**config.mk**
```make
export PLATFORM = sky130hd
export DESIGN_NAME = lsu_mem_ctrl
export DESIGN_NICKNAME = d
export VERILOG_FILES = /design/src/rtl/lsu_mem_ctrl.sv
export SDC_FILE = /design/constraint.sdc
export NUM_CORES = 1
export LEC_CHECK = 0
export BUFFER_PORTS_ARGS = -buffer_cell sky130_fd_sc_hd__buf_2
export CORE_MARGIN = 5
export CORE_UTILIZATION = 50
export CTS_BUF_LIST = sky130_fd_sc_hd__clkbuf_8
export DETAILED_ROUTE_END_ITERATION = 12
export GPL_TIMING_DRIVEN = 0
export PLACE_DENSITY = 0.83
export SETUP_SLACK_MARGIN = 0.5
export SYNTH_ARGS = -nofsm -noshare
export SYNTH_HDL_FRONTEND = slang
export SYNTH_SLANG_ARGS = --single-unit
export TNS_END_PERCENT = 10
```
**constraint.sdc**
```tcl
create_clock -name clk -period 6.77 [get_ports clk]
set_clock_uncertainty 0.05 [all_clocks]
set_input_delay 0.3385 -clock clk [delete_from_list [all_inputs] [get_ports clk]]
set_output_delay 0.3385 -clock clk [all_outputs]
set_load 0.005 [all_outputs]
```
**src/rtl/lsu_mem_ctrl.sv**
```systemverilog
// RV32I load/store unit front-end for a word-wide data memory with async read.
// Handles lane extraction/extension for loads and read-modify-write for sub-word stores.
module lsu_mem_ctrl #(
    parameter int DEPTH = 2048,
    localparam int AW = $clog2(DEPTH)
) (
    input  logic          clk,
    input  logic          rst_i,
    input  logic          req_valid_i,
    output logic          req_ready_o,
    input  logic          req_we_i,
    input  logic [2:0]    req_funct3_i,
    input  logic [31:0]   req_addr_i,
    input  logic [31:0]   req_wdata_i,
    output logic          rsp_valid_o,
    output logic [31:0]   rsp_rdata_o,
    output logic          rsp_err_o,
    output logic [AW-1:0] mem_addr_o,
    output logic [31:0]   mem_wdata_o,
    output logic          mem_we_o,
    input  logic [31:0]   mem_rdata_i
);

    localparam logic [2:0] IDLE   = 3'd0;
    localparam logic [2:0] LOAD   = 3'd1;
    localparam logic [2:0] RMW_RD = 3'd2;
    localparam logic [2:0] WRITE  = 3'd3;
    localparam logic [2:0] RESP   = 3'd4;

    logic [2:0]    state_q, state_d;
    logic [AW-1:0] addr_q, addr_d;
    logic [2:0]    funct3_q, funct3_d;
    logic [31:0]   wdata_q, wdata_d;
    logic [31:0]   rdata_q, rdata_d;
    logic          err_q, err_d;

    logic          reqErr;
    logic [7:0]    loadByte;
    logic [15:0]   loadHalf;
    logic [31:0]   loadData;
    logic [31:0]   mergedData;

    // Range check uses the full 32-bit address, not the truncated memory address.
    always_comb begin
        reqErr = 1'b0;
        if (req_we_i) begin
            if (req_funct3_i > 3'd2) reqErr = 1'b1;
        end else begin
            if (req_funct3_i == 3'b011 || req_funct3_i[2:1] == 2'b11) reqErr = 1'b1;
        end
        if (req_funct3_i[1:0] == 2'b01 && req_addr_i[0]) reqErr = 1'b1;
        if (req_funct3_i[1:0] == 2'b10 && req_addr_i[1:0] != 2'b00) reqErr = 1'b1;
        if (req_addr_i >= 32'(DEPTH)) reqErr = 1'b1;
    end

    always_comb begin
        loadByte = mem_rdata_i[{addr_q[1:0], 3'b000} +: 8];
        loadHalf = addr_q[1] ? mem_rdata_i[31:16] : mem_rdata_i[15:0];
        case (funct3_q)
            3'b000:  loadData = {{24{loadByte[7]}}, loadByte};
            3'b001:  loadData = {{16{loadHalf[15]}}, loadHalf};
            3'b010:  loadData = mem_rdata_i;
            3'b100:  loadData = {24'd0, loadByte};
            3'b101:  loadData = {16'd0, loadHalf};
            default: loadData = 32'd0;
        endcase
        mergedData = mem_rdata_i;
        if (funct3_q[0]) begin
            mergedData[{addr_q[1], 4'b0000} +: 16] = wdata_q[15:0];
        end else begin
            mergedData[{addr_q[1:0], 3'b000} +: 8] = wdata_q[7:0];
        end
    end

    always_comb begin
        state_d  = state_q;
        addr_d   = addr_q;
        funct3_d = funct3_q;
        wdata_d  = wdata_q;
        rdata_d  = rdata_q;
        err_d    = err_q;
        case (state_q)
            IDLE: begin
                if (req_valid_i) begin
                    addr_d   = req_addr_i[AW-1:0];
                    funct3_d = req_funct3_i;
                    wdata_d  = req_wdata_i;
                    rdata_d  = 32'd0;
                    err_d    = reqErr;
                    if (reqErr)                          state_d = RESP;
                    else if (!req_we_i)                  state_d = LOAD;
                    else if (req_funct3_i[1:0] == 2'b10) state_d = WRITE;
                    else                                 state_d = RMW_RD;
                end
            end
            LOAD: begin
                rdata_d = loadData;
                state_d = RESP;
            end
            RMW_RD: begin
                wdata_d = mergedData;
                state_d = WRITE;
            end
            WRITE:   state_d = RESP;
            RESP:    state_d = IDLE;
            default: state_d = IDLE;
        endcase
    end

    always_ff @(posedge clk or posedge rst_i) begin
        if (rst_i) begin
            state_q  <= IDLE;
            addr_q   <= '0;
            funct3_q <= 3'd0;
            wdata_q  <= 32'd0;
            rdata_q  <= 32'd0;
            err_q    <= 1'b0;
        end else begin
            state_q  <= state_d;
            addr_q   <= addr_d;
            funct3_q <= funct3_d;
            wdata_q  <= wdata_d;
            rdata_q  <= rdata_d;
            err_q    <= err_d;
        end
    end

    assign req_ready_o = (state_q == IDLE);
    assign rsp_valid_o = (state_q == RESP);
    assign rsp_err_o   = rsp_valid_o & err_q;
    assign rsp_rdata_o = rdata_q;
    assign mem_we_o    = (state_q == WRITE);
    assign mem_addr_o  = addr_q;
    assign mem_wdata_o = wdata_q;

endmodule

```
==> results of run 1 <==
[state kept, by name, indices dropped and copies added (netlist names)]
signal       count
funct3_q         3
mem_wdata_o     32
mem_addr_o      11
err_q            1
state_q          3
rsp_rdata_o     32
[worst paths after layout]
kind                              endpoint  slack (ps)  cells after the start
max reg2reg                 mem_wdata_o[0]        3910                      9
min reg2reg                rsp_rdata_o[13]         430                      1
max                         mem_wdata_o[0]        3910                      9
min                          mem_addr_o[2]         160                      2
max in group asynchronous   mem_wdata_o[5]        5550                      4
min in group asynchronous  mem_wdata_o[10]         500                      3
[layout by cell type (no fill, tap or decap), types with 16 or more instances in the layout]
cell / n
o21ai_0: 37
o22ai_1: 17
a21oi_1: 18
a221o_1: 17
nand2_1: 19
dfrtp_1: 82
a22oi_1: 16
mux2i_1: 18
mux2_2: 35
buf_2: 191
a221oi_1: 25
[power by group through the flow]
stage | clock network, mW | registers [mW] | logic (mW)
2_1_floorplan | 0 | 0.568 | 0.170
3_3_place_gp | 0 | 0.570 | 0.293
3_5_place_dp | 0 | 0.572 | 0.302
4_1_cts | 0.420 | 0.563 | 0.304
5_1_grt | 0.439 | 0.569 | 0.332
6_report | 0.417 | 0.564 | 0.307
[kinds of logic after synthesis]
family,after synthesis,synth area share [%]
AO/OA/AOI/OAI,163,27.0
adder cells (fa/ha/maj),5,1.41
buffers and inverters,39,4.08
flip-flops,82,46.2
multiplexers,54,13.4
AND/OR/NAND/NOR,58,7.83
[per-stage QoR]
step / area (µm²) / cells / hold slack [ps] / util [%] / power (mW)
floorplan: 4440 / 401 / 405 / - / 0.739
global placement: 5480 / 690 / 410 / 63.2 / 0.863
detailed placement: 5510 / 691 / 357 / 63.4 / 0.874
CTS: 5750 / 708 / 149 / 66.3 / 1.29
global route: 5750 / 708 / 151 / 66.3 / 1.34
finish: 5750 / 708 / 158 / 66.3 / 1.29
[routing by layer]
layer  wire length, µm  vias to the layer above  track usage, %
met1              6170                     2149            37.2
met2              7290                      306            44.4
met5                 0                        -               0
li1                  -                     1981               -
met4               423                        0            9.99
met3              1710                       43            7.01
[cell usage after synthesis (2+ instances only)]
cell,instances,area share [%]
clkinv_1,2,0.17
nor3_1,6,0.68
mux2i_1,18,4.1
o21ai_1,2,0.23
clkbuf_1,13,1.1
a21o_1,8,1.4
buf_1,2,0.17
nor2_2,2,0.28
nor4_1,4,0.56
a31o_2,2,0.39
inv_1,7,0.59
a221o_1,17,3.8
a222oi_1,6,1.4
mux2_2,35,8.9
nor3b_2,2,0.56
a221oi_1,25,4.9
o21ai_0,37,4.2
o2bb2ai_1,8,1.6
a22oi_1,16,2.7
nand2_1,19,1.6
buf_4,4,0.68
dfrtp_1,82,46
nand3_1,2,0.23
a21oi_1,18,2.0
nor2b_1,2,0.28
buf_2,10,1.1
nand2b_1,2,0.28
ha_1,5,1.4
o22ai_1,17,2.4
nor3b_1,2,0.34
nor4b_2,2,0.68
nor2_1,6,0.51
[worst max-delay path: stages, from the launching register on]
cell and delay (ps):
dfrtp_1 510, buf_4 240, buf_4 230, inv_1 130
ha_1 340, or4b_1 500, a31oi_2 400, buf_4 240
nand2_1 60, o21ai_0 80
[cell type report]
cell class / count / area, µm²
multi-input combinational: 280 / 2210
timing repair buffer: 183 / 936
clock inverter: 5 / 86.3
buffer: 30 / 148
inverter: 9 / 36.3
tap: 108 / 135
sequential: 82 / 2050
clock buffer: 11 / 151
fill: 741 / 2930
==> out/results.tsv, run 1 <==
metric	value	unit
powerDensity	224	nW/µm²
cts_resized	0	
grt_pass1_vias	4515	
period_needed	2860	ps
grt_max_degree	46	
finalSetupViolations	0	
num_vias	4479	
arrival	3070	ps
critPathLaunch	mem_addr_o[1]	
place_congestion	1.01	
holdBufCountCts	1	
cp_data_required_time	6980	ps
root_buffer	clkbuf_8	
path_max_fanout	10	
syn_to_final_growth	29.5	%
clockBufferDepth	2	
grt_pass1_wl	24600	µm
cap_violations	0	
finalCritPeriodShare	42.2	%
synth.cell_area	4440	µm²
worstHoldStart	req_addr_i[2]	
synth_seq_cells	82	
drt-initial-drc-count	358	
dr.pass1.iters	5	
clock_sinks	82	
hp-class	primary input to flip-flop	
initial_utilization	51.2	%
layout_setup_ws	3910	ps
synth_edf_count	0	
synth_ff_type	dfrtp_1	
grtUsageTotal	28.0	%
worstReg2RegStart	mem_addr_o[1]	
fmax	0.350	GHz
cts_tree	built	
wire_per_inst	22.0	µm
postCtsSetupBuffers	0	
antenna_found_initial	0	
cp-start-kind	flip-flop	
drcViolationCount	0	
async_flop_share	100	%
p_leak	2.78	nW
numCtsBuffers	9	
ir_drop	172	µV
synth_nets	509	
n_antenna_cell	0	
ios	182	
internal_power	897	µW
die_y	104	µm
synth_cell_type_count	50	
coreArea	8680	µm²
worst_slew_pin_slew	907	ps
vias_per_cell	6.33	
synth_seq_area_share	46.2	%
fin_nets	703	
cts_htree_levels	3	
clock_latency	350	ps
drive_gt1_share	44.0	%
swShare	30.3	%
die_area	10900	µm²
worstSetupEndpointType	flip-flop	
syn-mean-instance-area	11.1	µm²
drt_wl_total	15600	µm
switchingPower	390	µW
hold_viol_final	0	
p_comb_share	23.8	%
status	finished clean	
slew_headroom	39.4	%
setup_tns	0	ps
overflow	0	
num_rows	34	
synth-warning-count	0	
rsz0062_at_grt	false	
syn_inst	401	
detail-route-antenna-nets	0	
dp_slack	3940	ps
slew_violations	0	
die_x	104	µm
critPathKind	flip-flop to flip-flop	
place.port_buffers	181	
post-dp-hpwl	12200	µm
pwr-share-seq	43.8	%
power_frac_clock	32.4	%
clk_pin_slew_worst_paths	100	ps
(Power assumes the default switching activity.)
==> run 2, diff against run 1 <==
--- a/config.mk
+++ b/config.mk
@@ -5,13 +5,14 @@
 export SDC_FILE = /design/constraint.sdc
 export NUM_CORES = 1
 export LEC_CHECK = 0
+export ABC_AREA = 1
 export BUFFER_PORTS_ARGS = -buffer_cell sky130_fd_sc_hd__buf_2
 export CORE_MARGIN = 5
-export CORE_UTILIZATION = 50
+export CORE_UTILIZATION = 47
 export CTS_BUF_LIST = sky130_fd_sc_hd__clkbuf_8
 export DETAILED_ROUTE_END_ITERATION = 12
 export GPL_TIMING_DRIVEN = 0
-export PLACE_DENSITY = 0.83
+export PLACE_DENSITY = 0.79
 export SETUP_SLACK_MARGIN = 0.5
 export SYNTH_ARGS = -nofsm -noshare
 export SYNTH_HDL_FRONTEND = slang
==> constraint.sdc (replaced) <==
create_clock -name clk -period 2.4 [get_ports clk]
set_clock_uncertainty 0.05 [all_clocks]
set_input_delay 0.12 -clock clk [delete_from_list [all_inputs] [get_ports clk]]
set_output_delay 0.12 -clock clk [all_outputs]
set_load 0.005 [all_outputs]
==> run 2 against run 1 <==
Synthesized area increased by 15%. Worst setup slack got worse by 3400 ps. Global-route usage decreased by 0.27 points. Sequential power increased to 3.9 times the previous value. Clock power increased by 140%. Die area increased by 20%. Sequential share of layout area decreased by 5.8 points. Register-to-register slack got worse by 3400 ps. Critical path type unchanged. Critical endpoint is now mem_wdata_o[6].
==> out/results.tsv, run 2 <==
metric	value	unit
status	finished clean	
min_path_cells	5	
ios	182	
cp-start-kind	flip-flop	
dr_wl_met3	1610	µm
place.port_buffers	181	
rrSetupSlack	520	ps
cp_data_required_time	2610	ps
p_leak	3.93	nW
drt-initial-drc-count	480	
clock_sinks	82	
ys_top_cells_by_area	dfrtp_1 (40%), nand2_1 (22%), nand3_1 (5.3%)	
powerDensity	988	nW/µm²
cap_violations	0	
wl_met2	8560	µm
clockBufferDepth	2	
vias_per_cell	5.23	
syn_to_final_growth	34.3	%
synth_cell_type_count	32	
reg2reg_to	mem_wdata_o[6]	
synth_seq_cells	82	
grt_max_degree	41	
critPathKind	flip-flop to flip-flop	
dr.pass1.iters	6	
most-common-layout-cells	nand2_1 (297), buf_2 (193), dfrtp_1 (81)	
utilization	63.9	%
drt_wl_total	18300	µm
rsz0062_at_grt	true	
synthSimpleGateAreaFrac	31.8	%
synth_fa_ha_area_share	1.22	%
synth_common_cells	nand2_1 (301), dfrtp_1 (82), inv_1 (67)	
cts_tree	built	
ir_drop	516	µV
num_vias	5921	
worstSetupEndpointType	flip-flop	
hold_viol_final	0	
die_x	114	µm
drcViolationCount	0	
fin_nets	1096	
synth_edf_count	0	
synth-warning-count	0	
yosysMostFrequentCell	nand2_1	
synth_mux_area_share	0	%
worstHoldStart	req_wdata_i[9]	
slew_headroom	64.3	%
coreArea	10700	µm²
overflow	0	
place_congestion	0.948	
numCtsBuffers	9	
clk_pin_slew_worst_paths	80	ps
layout_commonest_cell	nand2_1	
synth_top_family_by_area	simple AND/OR/NAND/NOR gates	
fmax	0.532	GHz
dp_slack	-317	ps
syn-mean-instance-area	6.74	µm²
post-dp-hpwl	14200	µm
antenna_found_initial	0	
dp.cells	1081	
root_buffer	clkbuf_8	
drive_gt1_share	26.0	%
synth_xor_area_share	0	%
detail-route-antenna-nets	0	
period_needed	1880	ps
wire_per_inst	16.1	µm
placed_area	6240	µm²
stdcell_count	1133	
synth_seq_area_share	40.1	%
fillerInstances	1050	
path_max_fanout	10	
synth_nets	866	
cts_htree_levels	3	
grt_pass1_wl	28300	µm
async_flop_share	100	%
clock_latency	370	ps
synth_ff_type	dfrtp_1	
rr_worst_depth	11	
worst_slew_pin_slew	535	ps
hp-class	primary input to flip-flop	
slew_violations	0	
grtUsageTotal	27.7	%
arrival	2090	ps
worstReg2RegStart	mem_addr_o[1]	
routed.top_layer	met4	
finalSetupViolations	0	
finalCritPeriodShare	78.3	%
n_antenna_cell	0	
final_cell_area	6860	µm²
wl_met1	7700	µm
num_rows	38	
layout_setup_ws	520	ps
synth.cell_area	5110	µm²
syn_inst	758	
grt_pass1_vias	5605	
initial_utilization	47.6	%
synth.largest_area_cell	dfrtp_1	
whs_endpoint	mem_wdata_o[9]	
die_y	114	µm
synth_compound_area_share	18.0	%
synth_top_area_share	40.1	%
die_area	13100	µm²
## run 2: cell types whose count changed after synthesis, sizes merged, moves of 25 or more
| cell | change |
|---|---|
| inv | +65 |
| nand2 | +285 |
| nand3 | +53 |
| o21ai | +26 |
| mux2 | -35 |
| a221oi | -25 |
## run 2: report_power, final
group          switching (mW)  leakage [nW]  internal [mW]
clock network           0.516        0.0976          0.470
logic                    2.15          2.77           1.45
registers               0.410          1.06           1.78
total                    3.08          3.93           3.70
## run 2: metrics by stage
step	hold slack (ps)	power, mW	TNS (ps)
after floorplan	180	4.26	0
after global placement	265	5.39	-5230
after detailed placement	35.9	5.44	-6450
after CTS	0.867	6.63	0
after global routing	9.05	7.30	0
final	5.91	6.78	0
## run 2: kinds of logic (layout without fill, tap and decap cells)
group,after synthesis,after routing
flops,82,82
simple gates,396,396
compound gates,162,162
buf+inv,113,348
fa+ha+maj,5,5
## run 2: worst max-delay path, stage by stage, from the launching register on
cell	delay [ps]
dfrtp_1	420
buf_6	160
buf_8	140
inv_4	70
ha_2	190
inv_4	40
buf_8	130
o211ai_1	160
buf_4	190
o21ai_0	80
nand2_1	90
nand2_1	50
## run 2: final cells by class
cell class / count / area [µm²] / share of cell area [%]
multi-input cells: 563 / 2660 / 38.7
flip-flops and latches: 82 / 2050 / 29.9
repair buffers: 219 / 1290 / 18.8
inverters: 74 / 290 / 4.23
plain buffers: 39 / 209 / 3.04
well taps: 140 / 175 / 2.55
clock buffers: 9 / 124 / 1.80
clock inverters: 7 / 62.6 / 0.911
## run 2: how the worst max path moves through the flow
stage,to,start,slack (ps),cells after the start
final,mem_wdata_o[6],mem_addr_o[1],520,11
after global routing,mem_wdata_o[18],state_q[1],460,6
after CTS,mem_wdata_o[1],mem_addr_o[1],510,11
after detailed placement,mem_wdata_o[4],mem_addr_o[1],-320,10
after global placement,mem_wdata_o[6],mem_addr_o[1],-270,10
after floorplan,mem_wdata_o[16],mem_addr_o[1],280,12
## run 2: metal layers
layer / GRT usage [%] / up-vias
met5: 0 / -
met4: 9.18 / 0
met3: 5.97 / 24
met2: 44.9 / 293
met1: 37.0 / 2679
li1: - / 2925
## run 2: timing repair
action | CTS | global route
endpoints found under the hold margin | 69 | 0
setup endpoints to repair | 32 | 64
setup buffers | 5 | 5
pin swaps | 2 | 5
gates cloned | 0 | 0
gates resized for setup | 18 | 27
hold buffers | 26 | 0
==> run 3, diff against run 2 <==
==> constraint.sdc (replaced) <==
create_clock -name clk -period 1.7 [get_ports clk]
set_clock_uncertainty 0.05 [all_clocks]
set_input_delay 0.085 -clock clk [delete_from_list [all_inputs] [get_ports clk]]
set_output_delay 0.085 -clock clk [all_outputs]
set_load 0.005 [all_outputs]
==> run 3 against run 2 <==
The flow now finishes with violations (hold timing, setup timing). Cell area rose by 6.7%. Hold slack got worse by 19 ps. Count of clock-buffer cells in the layout did not move. Maximum frequency rose by 3.2%. Non-clock buffer count rose by 22. Combinational power rose by 58%. First-iteration DRC count fell by 0.21%. Sequential cell count did not move. Core utilization rose by 4.3 points. Via count rose by 3.3%. Die area did not move. Sequential power rose by 43%. Largest cell class unchanged.
==> out/results.tsv, run 3 (synthesis gave the netlist of run 2 again) <==
metric	value	unit
status	finished, violations left	
failed_checks	hold timing, setup timing	
die_x	114	µm
initial_utilization	47.6	%
finalCritPeriodShare	107	%
post-dp-hpwl	14200	µm
grt_max_degree	41	
drive_gt1_share	29.7	%
critPathLaunch	mem_addr_o[1]	
ir_drop	757	µV
grtUsageTotal	29.3	%
hold_viol_final	1	
dp.cells	1081	
root_buffer	clkbuf_8	
die_y	114	µm
grt_pass1_vias	5898	
vias_per_cell	5.29	
hp-class	primary input to flip-flop	
path_cells	buf_6 > clkbuf_16 > clkinv_8 > ha_4 > clkinv_4 > buf_8 > o211ai_1 > buf_4 > o21ai_1 > nand2_1 > nand2_1	
path_max_fanout	8	
place_congestion	0.948	
power_frac_clock	13.6	%
setup_tns	-1790	ps
num_rows	38	
cts_htree_levels	3	
syn_to_final_growth	43.2	%
drt_wl_total	19200	µm
fillerInstances	975	
wire_per_inst	16.6	µm
cts_tree	built	
clockBufferDepth	2	
internal_power	5.56	mW
drt-initial-drc-count	479	
critPathKind	flip-flop to flip-flop	
p_leak	4.15	nW
dr.pass1.iters	6	
swShare	45.5	%
place.port_buffers	181	
arrival	2040	ps
switchingPower	4.65	mW
pwr-share-seq	30.7	%
n_antenna_cell	0	
layout_commonest_cell	nand2_1	
utilization	68.1	%
powerDensity	1390	nW/µm²
p_comb_share	55.7	%
ios	182	
antenna_found_initial	0	
worstSetupEndpointType	flip-flop	
finalSetupViolations	37	
worstHoldStart	req_wdata_i[4]	
period_needed	1820	ps
cp_data_required_time	1920	ps
cap_violations	0	
coreArea	10700	µm²
slew_violations	0	
worstReg2RegStart	mem_addr_o[1]	
layout_setup_ws	-121	ps
detail-route-antenna-nets	0	
fmax	0.549	GHz
slew_headroom	63.7	%
clock_latency	370	ps
clk_pin_slew_worst_paths	80	ps
drcViolationCount	0	
rsz0062_at_grt	true	
stdcell_count	1155	
cp_slowest_stage_delay	410	ps
die_area	13100	µm²
cp-start-kind	flip-flop	
clock_sinks	82	
most-common-layout-cells	nand2_1 (292), buf_2 (188), dfrtp_1 (78)	
worst_hold_slack	-12.6	ps
grt_pass1_wl	30000	µm
worst_slew_pin_slew	544	ps
multiInputGateArea	2780	µm²
numCtsBuffers	9	
regArea	2060	µm²
cpMostUsedCell	nand2_1	
num_vias	6114	
crit_path_top_delay_cell	dfrtp_1	
fin_nets	1118	
overflow	0	
==> run 3: changes by cell type in the layout (fill, tap and decap cells not counted), moves of 4 or more <==
cell,previous run,this run
nand2_1,297,292
o21ai_2,1,9
nand2_4,1,7
o21ai_1,22,34
buf_4,11,15
o21ai_0,42,22
inv_1,66,61
buf_2,193,188
clkbuf_2,2,10
clkbuf_1,18,4
dlygate4sd3_1,26,46
==> run 3: stage by stage <==
stage	setup slack [ps]	power (mW)	instance area [µm²]
after floorplan	-417	6.01	5110
after global placement	-971	7.60	6200
after detailed placement	-1020	7.69	6240
after CTS	-67.2	9.90	7250
after global routing	-186	10.9	7320
final	-121	10.2	7320
==> run 3: power groups by stage <==
stage               logic, mW  clock network, mW  registers [mW]
floorplan                2.99                  0            3.02
global placement         4.51                  0            3.09
detailed placement       4.59                  0            3.09
CTS                      5.40               1.41            3.09
global route             6.25               1.48            3.18
finish                   5.68               1.39            3.13
==> run 3: worst paths after layout <==
kind / end / slack (ps) / cells past startpoint
max: mem_wdata_o[6] / -120 / 11
min: mem_wdata_o[4] / -10 / 5
max reg2reg: mem_wdata_o[6] / -120 / 11
min reg2reg: rsp_rdata_o[10] / 430 / 2
max in group asynchronous: rsp_rdata_o[5] / 730 / 5
min in group asynchronous: mem_addr_o[10] / 160 / 3
==> run 3: area by class of cell <==
type / count / share of cell area (%)
plain buffers: 39 / 4.36
clock inverters: 7 / 0.855
flip-flops and latches: 82 / 28.1
multi-input cells: 563 / 37.9
well taps: 140 / 2.39
inverters: 74 / 4.17
repair buffers: 241 / 20.5
clock buffers: 9 / 1.69
==> run 3: per-layer routing <==
layer | global-route usage [%] | up-vias | share of wire, %
met5 | 0 | - | 0
met4 | 12.0 | 0 | 3.1
met3 | 5.23 | 49 | 8.3
met2 | 48.1 | 329 | 47
met1 | 38.2 | 2773 | 42
li1 | - | 2963 | -
==> run 3: what timing repair did <==
| item | in CTS | in global routing |
|---|---|---|
| endpoints found under the setup margin | 87 | 88 |
| buffers inserted | 10 | 1 |
| hold endpoints to repair | 89 | 0 |
| gates resized for setup | 113 | 25 |
| hold buffers | 46 | 0 |
| gates cloned | 1 | 0 |
| pin swaps | 13 | 10 |
==> run 3: worst max-delay path: cells and delay by family (launching register included) <==
kind / cells / cell delay [ps]
buffers and inverters: 6 / 740
and+or+nand+nor: 2 / 140
AOI/OAI and AO/OA: 2 / 230
DFF: 1 / 410
adders and majority gates: 1 / 130
